--- src/rtl/simon_pkg.sv ---
// Shared types and constants for the Simon Says datapath stages.
package simon_pkg;
  localparam int SEQ_W   = 32;
  localparam int ROUND_W = 4;
  localparam int CODE_W  = 2;
  localparam int BTN_W   = 4;
  localparam int STEP_W  = 5;

  typedef enum logic [1:0] {IDLE, WAIT_PRESS, WAIT_RELEASE, DONE} play_st_e;

  // Button colour encodings, one-hot per colour
  localparam logic [BTN_W-1:0] BTN_C0 = 4'b0001;
  localparam logic [BTN_W-1:0] BTN_C1 = 4'b0010;
  localparam logic [BTN_W-1:0] BTN_C2 = 4'b0100;
  localparam logic [BTN_W-1:0] BTN_C3 = 4'b1000;

  function automatic logic [CODE_W-1:0] btn2code(input logic [BTN_W-1:0] b);
    case (b)
      BTN_C1:  return 2'd1;
      BTN_C2:  return 2'd2;
      BTN_C3:  return 2'd3;
      default: return 2'd0;
    endcase
  endfunction

  function automatic logic is_onehot(input logic [BTN_W-1:0] b);
    return (b != '0) && ((b & (b - 1'b1)) == '0);
  endfunction
endpackage

--- src/rtl/button_debounce.sv ---
// Two-flop synchroniser followed by a run-length stability filter.
// btn_db takes the synced value once it has been seen unchanged for
// DEBOUNCE_CYCLES consecutive cycles.
module button_debounce #(
  parameter int DEBOUNCE_CYCLES = 4,
  parameter int W               = 4
) (
  input  logic         clk,
  input  logic         rst,
  input  logic [W-1:0] raw,
  output logic [W-1:0] btn_db
);
  localparam int RUN_W = $clog2(DEBOUNCE_CYCLES + 1);

  logic [1:0][W-1:0] sync_pipe;
  logic [W-1:0]      sync_v, last_q;
  logic [RUN_W-1:0]  run_q, run_nx;

  assign sync_v = sync_pipe[1];

  // Length of the current run of identical synced samples, saturating
  always_comb begin
    run_nx = RUN_W'(1);
    if (sync_v == last_q)
      run_nx = (run_q == RUN_W'(DEBOUNCE_CYCLES)) ? run_q : run_q + 1'b1;
  end

  // Synchroniser, run tracker and debounced output register
  always_ff @(posedge clk) begin
    if (rst) begin
      sync_pipe <= '0;
      last_q    <= '0;
      run_q     <= '0;
      btn_db    <= '0;
    end else begin
      sync_pipe <= {sync_pipe[0], raw};
      last_q    <= sync_v;
      run_q     <= run_nx;
      if (run_nx == RUN_W'(DEBOUNCE_CYCLES) && sync_v != btn_db)
        btn_db <= sync_v;
    end
  end
endmodule

--- src/rtl/play_state.sv ---
// Player-input capture for Simon Says: debounces buttons, packs accepted
// presses 2 bits per step into seq_play, and hands off to check_state.
// Optional inactivity timeout built when PLAY_TIMEOUT_EN is defined.
module play_state
  import simon_pkg::*;
#(
  parameter int DEBOUNCE_CYCLES = 4,
  parameter int TIMEOUT_CYCLES  = 1000
) (
  input  logic               clk,
  input  logic               rst_play,
  input  logic               en_play,
  input  logic [BTN_W-1:0]   buttons,
  input  logic [ROUND_W-1:0] round_ctr_in,
  output logic [SEQ_W-1:0]   seq_play,
  output logic [STEP_W-1:0]  step_ctr,
  output logic               press_valid,
  output logic [CODE_W-1:0]  press_code,
  output logic               complete_play,
  output logic               en_check_out,
  output logic               timed_out
);
  play_st_e          state_q, state_nx;
  logic [BTN_W-1:0]  btn_db, db_prev_q;
  logic [STEP_W-1:0] target_q;
  logic              accept, release_ok, last_step, timeout;

  button_debounce #(.DEBOUNCE_CYCLES(DEBOUNCE_CYCLES), .W(BTN_W)) u_db (
    .clk    (clk),
    .rst    (rst_play),
    .raw    (buttons),
    .btn_db (btn_db)
  );

  // Only a clean 0000 -> one-hot transition counts as a press
  assign accept     = en_play && state_q == WAIT_PRESS && db_prev_q == '0 && is_onehot(btn_db);
  assign release_ok = en_play && state_q == WAIT_RELEASE && btn_db == '0;
  assign last_step  = step_ctr == target_q;

`ifdef PLAY_TIMEOUT_EN
  localparam int TMR_W = $clog2(TIMEOUT_CYCLES + 1);
  logic [TMR_W-1:0] tmr_q;

  assign timeout = en_play && (state_q == WAIT_PRESS || state_q == WAIT_RELEASE) &&
                   !accept && !release_ok && tmr_q == TMR_W'(TIMEOUT_CYCLES - 1);

  // Inactivity timer: restarts on every press and release, latches timed_out
  always_ff @(posedge clk) begin
    if (rst_play) begin
      tmr_q     <= '0;
      timed_out <= 1'b0;
    end else begin
      if (state_q == IDLE || accept || release_ok)
        tmr_q <= '0;
      else if (en_play && (state_q == WAIT_PRESS || state_q == WAIT_RELEASE))
        tmr_q <= tmr_q + 1'b1;
      if (timeout)
        timed_out <= 1'b1;
    end
  end
`else
  assign timeout   = 1'b0;
  // Parameter only matters in the timeout build; referenced to stay lint-quiet
  assign timed_out = 1'b0 && (TIMEOUT_CYCLES > 0);
`endif

  // State register
  always_ff @(posedge clk) begin
    if (rst_play) state_q <= IDLE;
    else          state_q <= state_nx;
  end

  // Next-state logic
  always_comb begin
    state_nx = state_q;
    case (state_q)
      IDLE:         if (en_play) state_nx = WAIT_PRESS;
      WAIT_PRESS:   if (accept) state_nx = WAIT_RELEASE;
                    else if (timeout) state_nx = DONE;
      WAIT_RELEASE: if (release_ok) state_nx = last_step ? DONE : WAIT_PRESS;
                    else if (timeout) state_nx = DONE;
      default:      state_nx = DONE;
    endcase
  end

  // State-decoded outputs
  always_comb begin
    complete_play = (state_q == DONE);
  end

  // Capture datapath: target latch, sequence packing and handoff pulses
  always_ff @(posedge clk) begin
    if (rst_play) begin
      db_prev_q    <= '0;
      target_q     <= '0;
      seq_play     <= '0;
      step_ctr     <= '0;
      press_code   <= '0;
      press_valid  <= 1'b0;
      en_check_out <= 1'b0;
    end else begin
      db_prev_q    <= btn_db;
      press_valid  <= accept;
      en_check_out <= release_ok && last_step;
      if (state_q == IDLE) begin
        seq_play   <= '0;
        step_ctr   <= '0;
        press_code <= '0;
        if (en_play) target_q <= {1'b0, round_ctr_in} + 5'd1;
      end
      if (accept) begin
        seq_play[{step_ctr[3:0], 1'b0} +: CODE_W] <= btn2code(btn_db);
        step_ctr   <= step_ctr + 5'd1;
        press_code <= btn2code(btn_db);
      end
    end
  end
endmodule

--- config.mk ---
export PLATFORM = sky130hd
export DESIGN_NAME = play_state
export DESIGN_NICKNAME = d
export VERILOG_FILES = /design/src/rtl/simon_pkg.sv /design/src/rtl/button_debounce.sv /design/src/rtl/play_state.sv
export SDC_FILE = /design/constraint.sdc
export NUM_CORES = 1
export LEC_CHECK = 0
export CAP_MARGIN = 20
export CORE_MARGIN = 2
export CORE_UTILIZATION = 55
export DETAILED_ROUTE_END_ITERATION = 10
export MAX_ROUTING_LAYER = met4
export PLACE_DENSITY = 0.82
export SLEW_MARGIN = 20
export SYNTH_ARGS = -nofsm -noshare
export SYNTH_HDL_FRONTEND = slang
export SYNTH_HIERARCHICAL = 1
export SYNTH_SLANG_ARGS = --single-unit
--- constraint.sdc ---
create_clock -name clk -period 3.1 [get_ports clk]
set_clock_uncertainty 0.1 [all_clocks]
set_input_delay 0.62 -clock clk [delete_from_list [all_inputs] [get_ports clk]]
set_output_delay 0.62 -clock clk [all_outputs]
set_load 0.03 [all_outputs]
Yosys cells after proc, flatten, opt, wreduce, memory -nomap -nowiden --
Index checks and enable logic that the tools add are counted.
Operators by class: magnitude comparators 0, $add $sub $neg 5, equality and inequality tests 14, bitwise gates (word level) 1, divide/modulo/power cells 0, multiplexer cells 18, shifts and indexed selects 2, reductions and logical operators 16, $mul 0
Operators by type and width (count):
- two-way mux 32 bit | 3
- bitwise mux 32 bit | 1
- variable shift 2 x 7 -> 32 bit (first input constant) | 1
- indexed part select 2 x 7 -> 32 bit | 1
- two-way mux 2 bit | 8
- zero test 4 bit | 3
- case mux 2 bit (3 select lines) | 2
- two-way mux 5 bit | 2
- logical AND 1 bit | 8
- negator 5 -> 7 bit | 1
- == test 3 bit (second input constant) | 2
- two-way mux 3 bit | 2
- inequality test 2 bit (second input constant) | 3
- adder 4 x 1 -> 5 bit (second input constant) | 1
- adder 5 x 1 -> 5 bit (second input constant) | 1
- == test 5 bit | 1
- AND 4 bit | 1
- == test 2 bit (second input constant) | 2
- == test 4 x 2 -> 1 bit (second input constant) | 1
- == test 4 x 3 -> 1 bit (second input constant) | 1
- == test 4 bit | 1
- == test 4 bit (second input constant) | 1
- inequality test 4 bit | 1
- nonzero test 4 bit | 1
- other kinds (7) | 7
Word-level totals: bits in latches 0, logic and storage cells 69, memory bits (writable) 0, memories kept 0, output and inout bits 43, ROM bits 0, register bits 71, bits of input ports 11

Logic depth before layout (Yosys ltp) --
Gate-level depths: netlist of the first run.
depth after elaboration 10, depth in mapped cells 8, mapped depth without buffers 7

Cells and area by module --
The synthesis of the first run kept the hierarchy.
Modules (own cells, without submodules):
- play_state | instances 1, sequential area each 1041.0 um2, cells an instance 253, area an instance 2424.8 um2
- button_debounce | instances 1, sequential area each 380.4 um2, cells an instance 64, area an instance 735.7 um2

Least setup slack after synthesis of the first run --
Ideal clock, no wire load.
kind reg-to-reg, start reg step_ctr[0], end reg seq_play[20], period minus slack after synthesis 2.201 ns, stages on the path, launching flop included 7, data required time 2.871 ns, slack 0.899 ns, library setup time 0.129 ns, arrival time 1.972 ns, path buffers 1, cells stage by stage dfxtp_1 -> buf_2 -> inv_1 -> ha_1 -> xnor2_1 -> nand4_1 -> mux2i_1
On the way: cells in the longest elaborated chain, start to end 4, elaborated cells between the ends (all ways) 5, those cells by class 1 x add/sub; 2 x shift; 2 x mux
Ends and longest elaborated chain:
- start, declared | RTL line play_state.sv:16 | output logic [STEP_W-1:0] step_ctr,
- start signal, assigned | RTL line play_state.sv:113 | step_ctr <= step_ctr + 5'd1;
- negator 5 -> 7 bit (*) | RTL line play_state.sv:112 | seq_play[{step_ctr[3:0], 1'b0} +: CODE_W] <= btn2code(btn_db);
- indexed part select 2 x 7 -> 32 bit or variable shift 2 x 7 -> 32 bit (tied branches) | RTL line play_state.sv:112
- bitwise mux 32 bit (*) | RTL line play_state.sv:112
- two-way mux 32 bit (*) | RTL line play_state.sv:111 | if (accept) begin
- end signal, assigned by index | RTL line play_state.sv:112
- end, declared | RTL line play_state.sv:15 | output logic [SEQ_W-1:0] seq_play,
Mark *: on every way between the ends. The rest lies on a longest branch, timed or not. A chain may end at the register's enable or synchronous reset.

Worst setup path after layout of the first run --
start reg step_ctr[0], end out step_ctr[0]
No word-level cell between the ends.

==> results of run 1 <==
==> metrics by stage <==
step	utilization	std cells	area, µm²	setup WS (ps)	total power (µW)
floorplan	-	317	3160	899	1020
global placement	0.674	431	3740	627	1050
detailed placement	0.674	431	3740	575	1050
CTS	0.709	447	3930	609	1760
global route	0.709	447	3930	550	1820
finish	0.709	447	3930	635	1750
==> cells by family (layout without fill, tap and decap cells) <==
kind of cell | count (synthesis) | after routing | synth area share
simple gates | 141 | 141 | 0.263
flops | 71 | 71 | 0.450
mux | 39 | 39 | 0.125
xor+xnor | 23 | 23 | 0.0685
buf+inv | 20 | 78 | 0.0309
compound gates | 15 | 15 | 0.0333
fa+ha+maj | 7 | 7 | 0.0277
other cells | 1 | 1 | 0.00119
==> metal layers <==
| metal | share of wire | wire, µm |
|---|---|---|
| met2 | 0.49 | 3060 |
| met4 | 0.015 | 97 |
| met5 | 0 | 0 |
| met1 | 0.46 | 2900 |
| met3 | 0.032 | 201 |
==> worst register-to-register path, stage by stage, from the launching register on <==
cell	delay, ps
dfxtp_1	640
inv_1	160
ha_1	400
nor3b_1	340
nand2_1	160
nor3_2	210
mux2i_1	240
==> flip-flops by register name (all words and copies together), names as in the netlist <==
register / count
state_q: 2
u_db/last_q: 4
press_code: 2
en_check_out: 1
step_ctr: 5
press_valid: 1
u_db/sync_pipe: 4
u_db/sync_v: 4
target_q: 5
seq_play: 32
u_db/btn_db: 4
db_prev_q: 4
u_db/run_q: 3
==> Yosys cell counts, drive strengths merged <==
| library cell | number | area, µm² |
|---|---|---|
| or2 | 1 | 6.26 |
| and2 | 2 | 12.5 |
| mux2i | 34 | 340 |
| nand4b | 2 | 17.5 |
| mux2 | 5 | 56.3 |
| clkbuf | 10 | 37.5 |
| inv | 4 | 15.0 |
| buf | 6 | 45.0 |
| ha | 7 | 87.6 |
| and3b | 1 | 8.76 |
| a22o | 1 | 8.76 |
| o21bai | 1 | 7.51 |
| conb | 1 | 3.75 |
| nor2b | 20 | 125 |
| dfxtp | 71 | 1420 |
| nand2 | 46 | 173 |
| nor4 | 6 | 65.1 |
| xor2 | 10 | 95.1 |
| nor4b | 1 | 8.76 |
| nor3b | 3 | 22.5 |
| or3 | 2 | 22.5 |
| a31oi | 1 | 6.26 |
| a211oi | 4 | 35.0 |
| nand4 | 15 | 131 |
| nor2 | 17 | 81.3 |
| nor3 | 12 | 86.3 |
| a21oi | 6 | 30.0 |
| nand2b | 5 | 31.3 |
| xnor2 | 13 | 121 |
| a31o | 2 | 17.5 |
| nand3 | 8 | 40.0 |
==> final timing paths <==
check                          from             end  slack (ps)  cells past startpoint
setup reg to reg        step_ctr[0]    seq_play[12]         780                      6
setup / recovery        step_ctr[0]     step_ctr[0]         630                      1
hold / removal    u_db/sync_pipe[2]  u_db/sync_v[2]         340                      1
hold reg to reg   u_db/sync_pipe[2]  u_db/sync_v[2]         340                      1
==> cell type report <==
cell class                 instances  area share
multi-input combinational        226       0.419
inverter                           4     0.00382
clock buffer                      13      0.0379
timing repair buffer              58       0.144
tap                               72      0.0229
clock inverter                     3      0.0108
sequential                        71       0.362
==> power groups by stage <==
stage | clock network, µW | logic, µW | registers (µW)
5_1_grt | 778 | 103 | 936
6_report | 720 | 92.3 | 934
3_3_place_gp | 0 | 90.3 | 955
3_5_place_dp | 0 | 92.3 | 956
2_1_floorplan | 0 | 64.1 | 954
4_1_cts | 732 | 93.0 | 934
==> impl_results.md, run 1 <==
* Status: finished, final reports clean
* Distinct cells, synth at 44
* Wire per inst at 14.0 µm
* FF+latch area at 1420 µm²
* Full die area at 6370 µm²
* First-pass GRT wire length at 10500 µm
* Endpoints failing hold at 0
* Sw power at 385 µW
* Multi-input gate area at 1640 µm²
* Most frequent cells in the layout: 71 x dfxtp_1, 52 x clkdlybuf4s50_1, 46 x nand2_1, 34 x mux2i_1, 20 x nor2b_1
* Worst setup EP type: primary output
* I/O pin count at 54
* Skew-Pair Late Insertion Delay at 340 ps
* Hold slack at 338 ps
* P_leak at 0.00160 µW
* Hold Path Class: register to register
* Rows at 27
* Post-synth design cell area at 3160 µm²
* Crit-path cells: clkdlybuf4s50_1
* Pre-antenna DRT Iters at 4
* Fraction of layout cells with a size suffix above 1 at 0.112
* Final worst path period share at 0.795
* Share of power burned in the clock network at 0.412
* Cells after synthesis at 317
* Slew headroom at 0.542
* Synth Net Count at 335
* N_diodes at 0
* CTS tree: yes
* Setup violators final at 0
* Period minus WS final at 2470 ps
* Setup CP Type: register to primary output
* Pwr dens at 445 nW/µm²
* F_max at 406 MHz
* Yosys warnings at 6
* TritonCTS Buffers at 9
* Fin Setup TNS at 0 ps
* Sequential Power Share at 0.535
* Setup repair bufs after CTS at 0
* Die outline height at 79.8 µm
* Post-CTS Hold Buffers at 0
* Maximum clock path buffer count at 2
* CP Data Required Time at 2380 ps
* Startpoint Class: register
* CORE AREA at 5540 µm²
* DRC at 0
* Initial antenna violation count at 0
* Area Overhead vs Synth at 24.3%
* Yosys reg bits at 71
* Die width at 79.8 µm
* Mean Syn Cell Area at 9.97 µm²
* Routed Antenna Nets at 0
* IR Drop Worst-Case VDD at 0.000290 V
* Clock Pin Slew Worst Setup and Hold Paths at 70 ps
* GRT overflow at 0
* Total GRT Usage at 0.218
* Unrepaired setup endpoints after global routing: no
* Vias/cell at 5.34
* Final net count at 388
* Arrival time worst endpoint at 1750 ps
* Root Driver: clkbuf_8
* Internal at 1360 µW
* Starting density of the core at 0.570
* Final Max Tran Viols at 0
* Met1 global-route usage at 0.265
* DR iter-0 viols at 111
* Slowest stage cell, crit path: clkdlybuf4s50_1
* Logic pwr share at 0.053
* Critical path buffers and inverters at 1
* Routability congestion estimate at 0.727
* Largest net degree at the start of global routing at 35
* Max stage delay on crit path at 770 ps
* Met2 Use GR at 0.356
* Sw Ratio at 0.221
* Met3 GRT Util at 0.0396
* Vias post-DR at 2389
* PortBufs at 52
* Vias in the first global route at 2326
* MaxCap Viol Count at 0
* GRT busiest layer: met2
* Measured slew at the worst slew-check pin at 685 ps
* Sequential-to-total area share from yosys stat at 0.450
* Most common cell after layout, fill and taps aside: dfxtp_1
* FILL cells at 422
* Drt total wl at 6260 µm
* H-Tree Depth at 3
* # clock sinks at 71
* Hpwl dp at 4430 µm
* Post-cts resize count at 0
* CP Max Fanout at 13
* CP top delay family: buffers and inverters
Note: power is estimated with default switching activity, not from simulation.
==> run 2, diff against run 1 <==
--- a/config.mk
+++ b/config.mk
@@ -7,10 +7,10 @@
 export LEC_CHECK = 0
 export CAP_MARGIN = 20
 export CORE_MARGIN = 2
-export CORE_UTILIZATION = 55
+export CORE_UTILIZATION = 47
 export DETAILED_ROUTE_END_ITERATION = 10
 export MAX_ROUTING_LAYER = met4
-export PLACE_DENSITY = 0.82
+export PLACE_DENSITY = 0.75
 export SLEW_MARGIN = 20
 export SYNTH_ARGS = -nofsm -noshare
 export SYNTH_HDL_FRONTEND = slang
==> constraint.sdc (replaced) <==
create_clock -name clk -period 2.01 [get_ports clk]
set_clock_uncertainty 0.1 [all_clocks]
set_input_delay 0.402 -clock clk [delete_from_list [all_inputs] [get_ports clk]]
set_output_delay 0.402 -clock clk [all_outputs]
set_load 0.03 [all_outputs]
==> impl_results.md, run 2 (same netlist as run 1, synthesis figures left out) <==
* Setup violators final at 0
* CORE AREA at 6420 µm²
* Slowest stage cell, crit path: or3_4
* Vias in the first global route at 2363
* Routability congestion estimate at 0.861
* CP Data Required Time at 2150 ps
* Drt total wl at 6500 µm
* Multi-input gate area at 1690 µm²
* Area Overhead vs Synth at 30.9%
* Pwr dens at 654 nW/µm²
* Design Power at 2710 µW
* CTS tree: yes
* GRT overflow at 0
* Critical path buffers and inverters at 2
* Die outline height at 86.0 µm
* H-Tree Depth at 3
* Unrepaired setup endpoints after global routing: yes
* MaxCap Viol Count at 0
* First-pass GRT wire length at 11000 µm
* DP Cell Count at 449
* Arrival time worst endpoint at 2130 ps
* P_leak at 0.00175 µW
* Slew headroom at 0.622
* Endpoints failing hold at 0
* Status: finished, final reports clean
* N_diodes at 0
* Clock Pin Slew Worst Setup and Hold Paths at 70 ps
* Die width at 86.0 µm
* Max FFs per register at 32
* Most flops, register: seq_play
* Hold slack at 339 ps
* Most frequent cells in the layout: 66 x dfxtp_1, 47 x clkdlybuf4s50_1, 46 x nand2_1, 33 x mux2i_1, 20 x nor2b_1
* Worst setup EP type: register
* Fraction of layout cells with a size suffix above 1 at 0.189
* Period minus WS final at 1990 ps
* FF+latch area at 1430 µm²
* DRC at 0
* TritonCTS Buffers at 9
* PortBufs at 52
* Wire per inst at 13.9 µm
* Vias/cell at 5.21
* CP Max Fanout at 3
* Measured slew at the worst slew-check pin at 565 ps
* Pre-antenna DRT Iters at 4
* Vias post-DR at 2437
* # clock sinks at 71
* DR iter-0 viols at 168
* Final Max Tran Viols at 0
* Final net count at 404
* Top Registers: seq_play x32, step_ctr x5, target_q x5
* Maximum clock path buffer count at 2
* Crit-path cells: inv_2 -> ha_4 -> and3b_1 -> or3_4 -> nor4_4 -> buf_4 -> mux2_4
* IR Drop Worst-Case VDD at 0.000544 V
* Skew-Pair Late Insertion Delay at 350 ps
* I/O pin count at 54
* Initial antenna violation count at 0
* Max stage delay on crit path at 380 ps
* Setup CP Type: register to register
* Number of non-filler instances in the completed layout at 468
* Starting density of the core at 0.492
* CP top delay family: simple AND/OR/NAND/NOR gates
* Startpoint Class: register
* Final worst path period share at 0.989
* Total GRT Usage at 0.196
* Most common cell after layout, fill and taps aside: dfxtp_1
* Routed Antenna Nets at 0
* Rows at 29
* FILL cells at 519
* Largest net degree at the start of global routing at 35
* Root Driver: clkbuf_8
* Hpwl dp at 4530 µm
* F_max at 503 MHz
* Full die area at 7400 µm²
* Hold Path Class: register to register
[run 2: changes by cell type in the layout (fill, tap and decap cells not counted), sizes merged]
cell / before / now
buf: 6 / 22
clkbuf: 13 / 12
clkdlybuf4s50: 52 / 47
clkinv: 1 / 3
clkinvlp: 1 / 0
dlygate4sd2: 0 / 4
dlymetal6s2s: 0 / 1
[run 2: final timing paths]
| path | from | endpoint | slack [ps] | cells after the start |
|---|---|---|---|---|
| setup / recovery | u_db/run_q[0] | u_db/btn_db[1] | 20 | 7 |
| hold / removal | u_db/sync_pipe[0] | u_db/sync_v[0] | 340 | 1 |
| setup reg to reg | u_db/run_q[0] | u_db/btn_db[1] | 20 | 7 |
| hold reg to reg | u_db/sync_pipe[0] | u_db/sync_v[0] | 340 | 1 |
[run 2: final cells by class]
class	count	share of cell area
repair buffers	74	0.174
clock buffers	12	0.0351
flip-flops and latches	71	0.345
well taps	77	0.0233
inverters	4	0.00363
clock inverters	4	0.0109
multi-input cells	226	0.408
[run 2: through the flow]
| stage | worst slack [ps] | TNS, ps | area (µm²) | util |
|---|---|---|---|---|
| 6_report | 22.1 | 0 | 4140 | 0.644 |
| 5_1_grt | -46.7 | -114 | 4140 | 0.644 |
| 4_1_cts | -1.90 | -1.90 | 4090 | 0.636 |
| 3_5_place_dp | -161 | -3600 | 3900 | 0.607 |
| 3_3_place_gp | -115 | -2570 | 3900 | 0.607 |
| 2_1_floorplan | 11.8 | 0 | 3180 | - |
[run 2: what timing repair did]
action | in CTS | in global routing
pin swaps | 0 | 0
hold buffers | 0 | 0
resized for setup | 4 | 11
gates cloned | 0 | 0
endpoints found under the setup margin | 5 | 7
buffers inserted | 0 | 3
[run 2: where the power goes]
group	switching, µW	total (µW)	internal, µW
clock	506	1110	601
combinational	82.0	158	75.6
sequential	13.9	1440	1430
total	601	2710	2110
[run 2: routing by layer]
metal,GRT usage,vias up,routed length [µm],share of wire
met4,0.0866,0,125,0.019
met2,0.292,61,3050,0.47
met3,0.0529,10,314,0.048
met5,-,-,0,0
li1,-,1219,-,-
met1,0.248,1147,3010,0.46
[run 2: worst register-to-register path: stages, from the launching register on]
cell	delay, ps
dfxtp_2	330
inv_2	80
ha_4	130
and3b_1	180
or3_4	380
nor4_4	190
buf_4	190
mux2_4	300
==> run 3, diff against run 2 <==
--- a/config.mk
+++ b/config.mk
@@ -5,12 +5,13 @@
 export SDC_FILE = /design/constraint.sdc
 export NUM_CORES = 1
 export LEC_CHECK = 0
-export CAP_MARGIN = 20
+export CAP_MARGIN = 30
 export CORE_MARGIN = 2
 export CORE_UTILIZATION = 47
 export DETAILED_ROUTE_END_ITERATION = 10
 export MAX_ROUTING_LAYER = met4
-export PLACE_DENSITY = 0.75
+export PLACE_DENSITY = 0.74
+export SETUP_SLACK_MARGIN = 0.1
 export SLEW_MARGIN = 20
 export SYNTH_ARGS = -nofsm -noshare
 export SYNTH_HDL_FRONTEND = slang
==> impl_results.md, run 3 (same netlist as run 1, synthesis figures left out) <==
* Hold Startpoint: u_db/sync_pipe[3]
* F_max at 529 MHz
* WHS Path Cells at 1
* Arrival time worst endpoint at 2030 ps
* H-Tree Depth at 3
* CP Data Required Time at 2150 ps
* Final worst path period share at 0.941
* Critical path origin: u_db/run_q[0]
* Most frequent cells in the layout: 67 x dfxtp_1, 45 x nand2_1, 33 x mux2i_1, 31 x clkdlybuf4s50_1, 22 x buf_4
* Multi-input gate area at 1750 µm²
* Starting density of the core at 0.492
* Worst Hold Path EP: u_db/sync_v[3]
* Die outline height at 86.0 µm
* Vias/cell at 5.26
* Hold slack at 340 ps
* N_diodes at 0
* PortBufs at 52
* Endpoints failing hold at 0
* Fraction of layout cells with a size suffix above 1 at 0.208
* Skew-Pair Late Insertion Delay at 350 ps
* Pre-CTS setup slack at -156 ps
* Area Overhead vs Synth at 34.4%
* Most flops, register: seq_play
* Most common cell after layout, fill and taps aside: dfxtp_1
* FF-to-FF Start: u_db/run_q[0]
* Status: finished, final reports clean
* Maximum clock path buffer count at 2
* P_leak at 0.00204 µW
* Final net count at 408
* DP Cell Count at 452
* Top Registers: seq_play x32, step_ctr x5, target_q x5
* Clock Pin Slew Worst Setup and Hold Paths at 80 ps
* TritonCTS Buffers at 9
* Largest net degree at the start of global routing at 35
* Pre-antenna DRT Iters at 4
* Worst setup margin at 118 ps
* Die width at 86.0 µm
* DP Area at 3940 µm²
* DR iter-0 viols at 82
* Slew headroom at 0.617
* MaxCap Viol Count at 0
* Max FFs per register at 32
* Pwr dens at 611 nW/µm²
* Hold Path Class: register to register
* R2r setup slk at 120 ps
* CTS tree: yes
* Initial antenna violation count at 0
* I/O pin count at 54
* Wire per inst at 14.1 µm
* CP Max Fanout at 4
* Worst setup EP type: register
* CORE AREA at 6420 µm²
* FF+latch area at 1430 µm²
* Rows at 29
* Routability congestion estimate at 0.790
* Vias post-DR at 2482
* Startpoint Class: register
* Final instance area at 4250 µm²
* First-pass GRT wire length at 11100 µm
* R2r worst-path depth at 7
* Routed Antenna Nets at 0
* IR Drop Worst-Case VDD at 0.000538 V
* GRT overflow at 0
* Unrepaired setup endpoints after global routing: yes
* FILL cells at 503
* Setup violators final at 0
* Full die area at 7400 µm²
* Period minus WS final at 1890 ps
* Measured slew at the worst slew-check pin at 571 ps
* Number of non-filler instances in the completed layout at 472
* Setup CP Type: register to register
* R2R Path End: u_db/btn_db[3]
* # clock sinks at 71
* Hpwl dp at 4700 µm
* Root Driver: clkbuf_8
* Total GRT Usage at 0.197
* Drt total wl at 6640 µm
* DRC at 0
* Final Max Tran Viols at 0
* Vias in the first global route at 2397
==> run 3: cell count changes in the layout (fill, tap and decap cells not counted), moves of 3 or more <==
cell             change
dlygate4sd2_1        +3
clkdlybuf4s50_1     -16
buf_4                +3
dlymetal6s2s_1      +13
==> run 3: final cells by class <==
type	count	area share
clock buffers	9	0.0292
clock inverters	7	0.0115
inverters	4	0.00353
multi-input cells	226	0.412
flip-flops and latches	71	0.336
well taps	77	0.0227
repair buffers	78	0.184
==> run 3: worst max path at each step <==
stage | to | slack [ps]
3_3_place_gp | seq_play[13] | -130
6_report | u_db/btn_db[3] | 120
5_1_grt | seq_play[26] | 50
3_5_place_dp | seq_play[21] | -160
4_1_cts | u_db/btn_db[3] | 90
2_1_floorplan | seq_play[28] | 110
==> run 3: worst max-delay path, cell delays in order (launching register included) <==
cell and delay (ps):
dfxtp_2 330, inv_2 80, ha_4 130, and3b_1 180
or3_4 370, nor4_4 150, buf_6 160, mux2_4 290
==> run 3: routing by layer <==
metal  share of wire  GRT usage
met3           0.042     0.0577
met4           0.013     0.0620
met1            0.46      0.236
met5               0          -
met2            0.49      0.317
==> run 3: power breakdown <==
group,internal (µW),switching (µW)
clock network,446,550
registers,1430,14.0
logic,77.2,82.6
==> run 3: timing repair <==
action | CTS | global route
setup endpoints to repair | 18 | 33
gates resized for setup | 13 | 26
cloned | 0 | 0
setup buffers | 2 | 2
hold buffers | 0 | 0
pin swaps | 0 | 3
==> run 3: metrics by stage <==
| stage | power (µW) | setup TNS [ps] | util |
|---|---|---|---|
| floorplan | 1570 | 0 | - |
| global placement | 1620 | -2290 | 0.613 |
| detailed placement | 1630 | -3850 | 0.613 |
| CTS | 2620 | 0 | 0.643 |
| global route | 2700 | 0 | 0.661 |
| finish | 2600 | 0 | 0.661 |
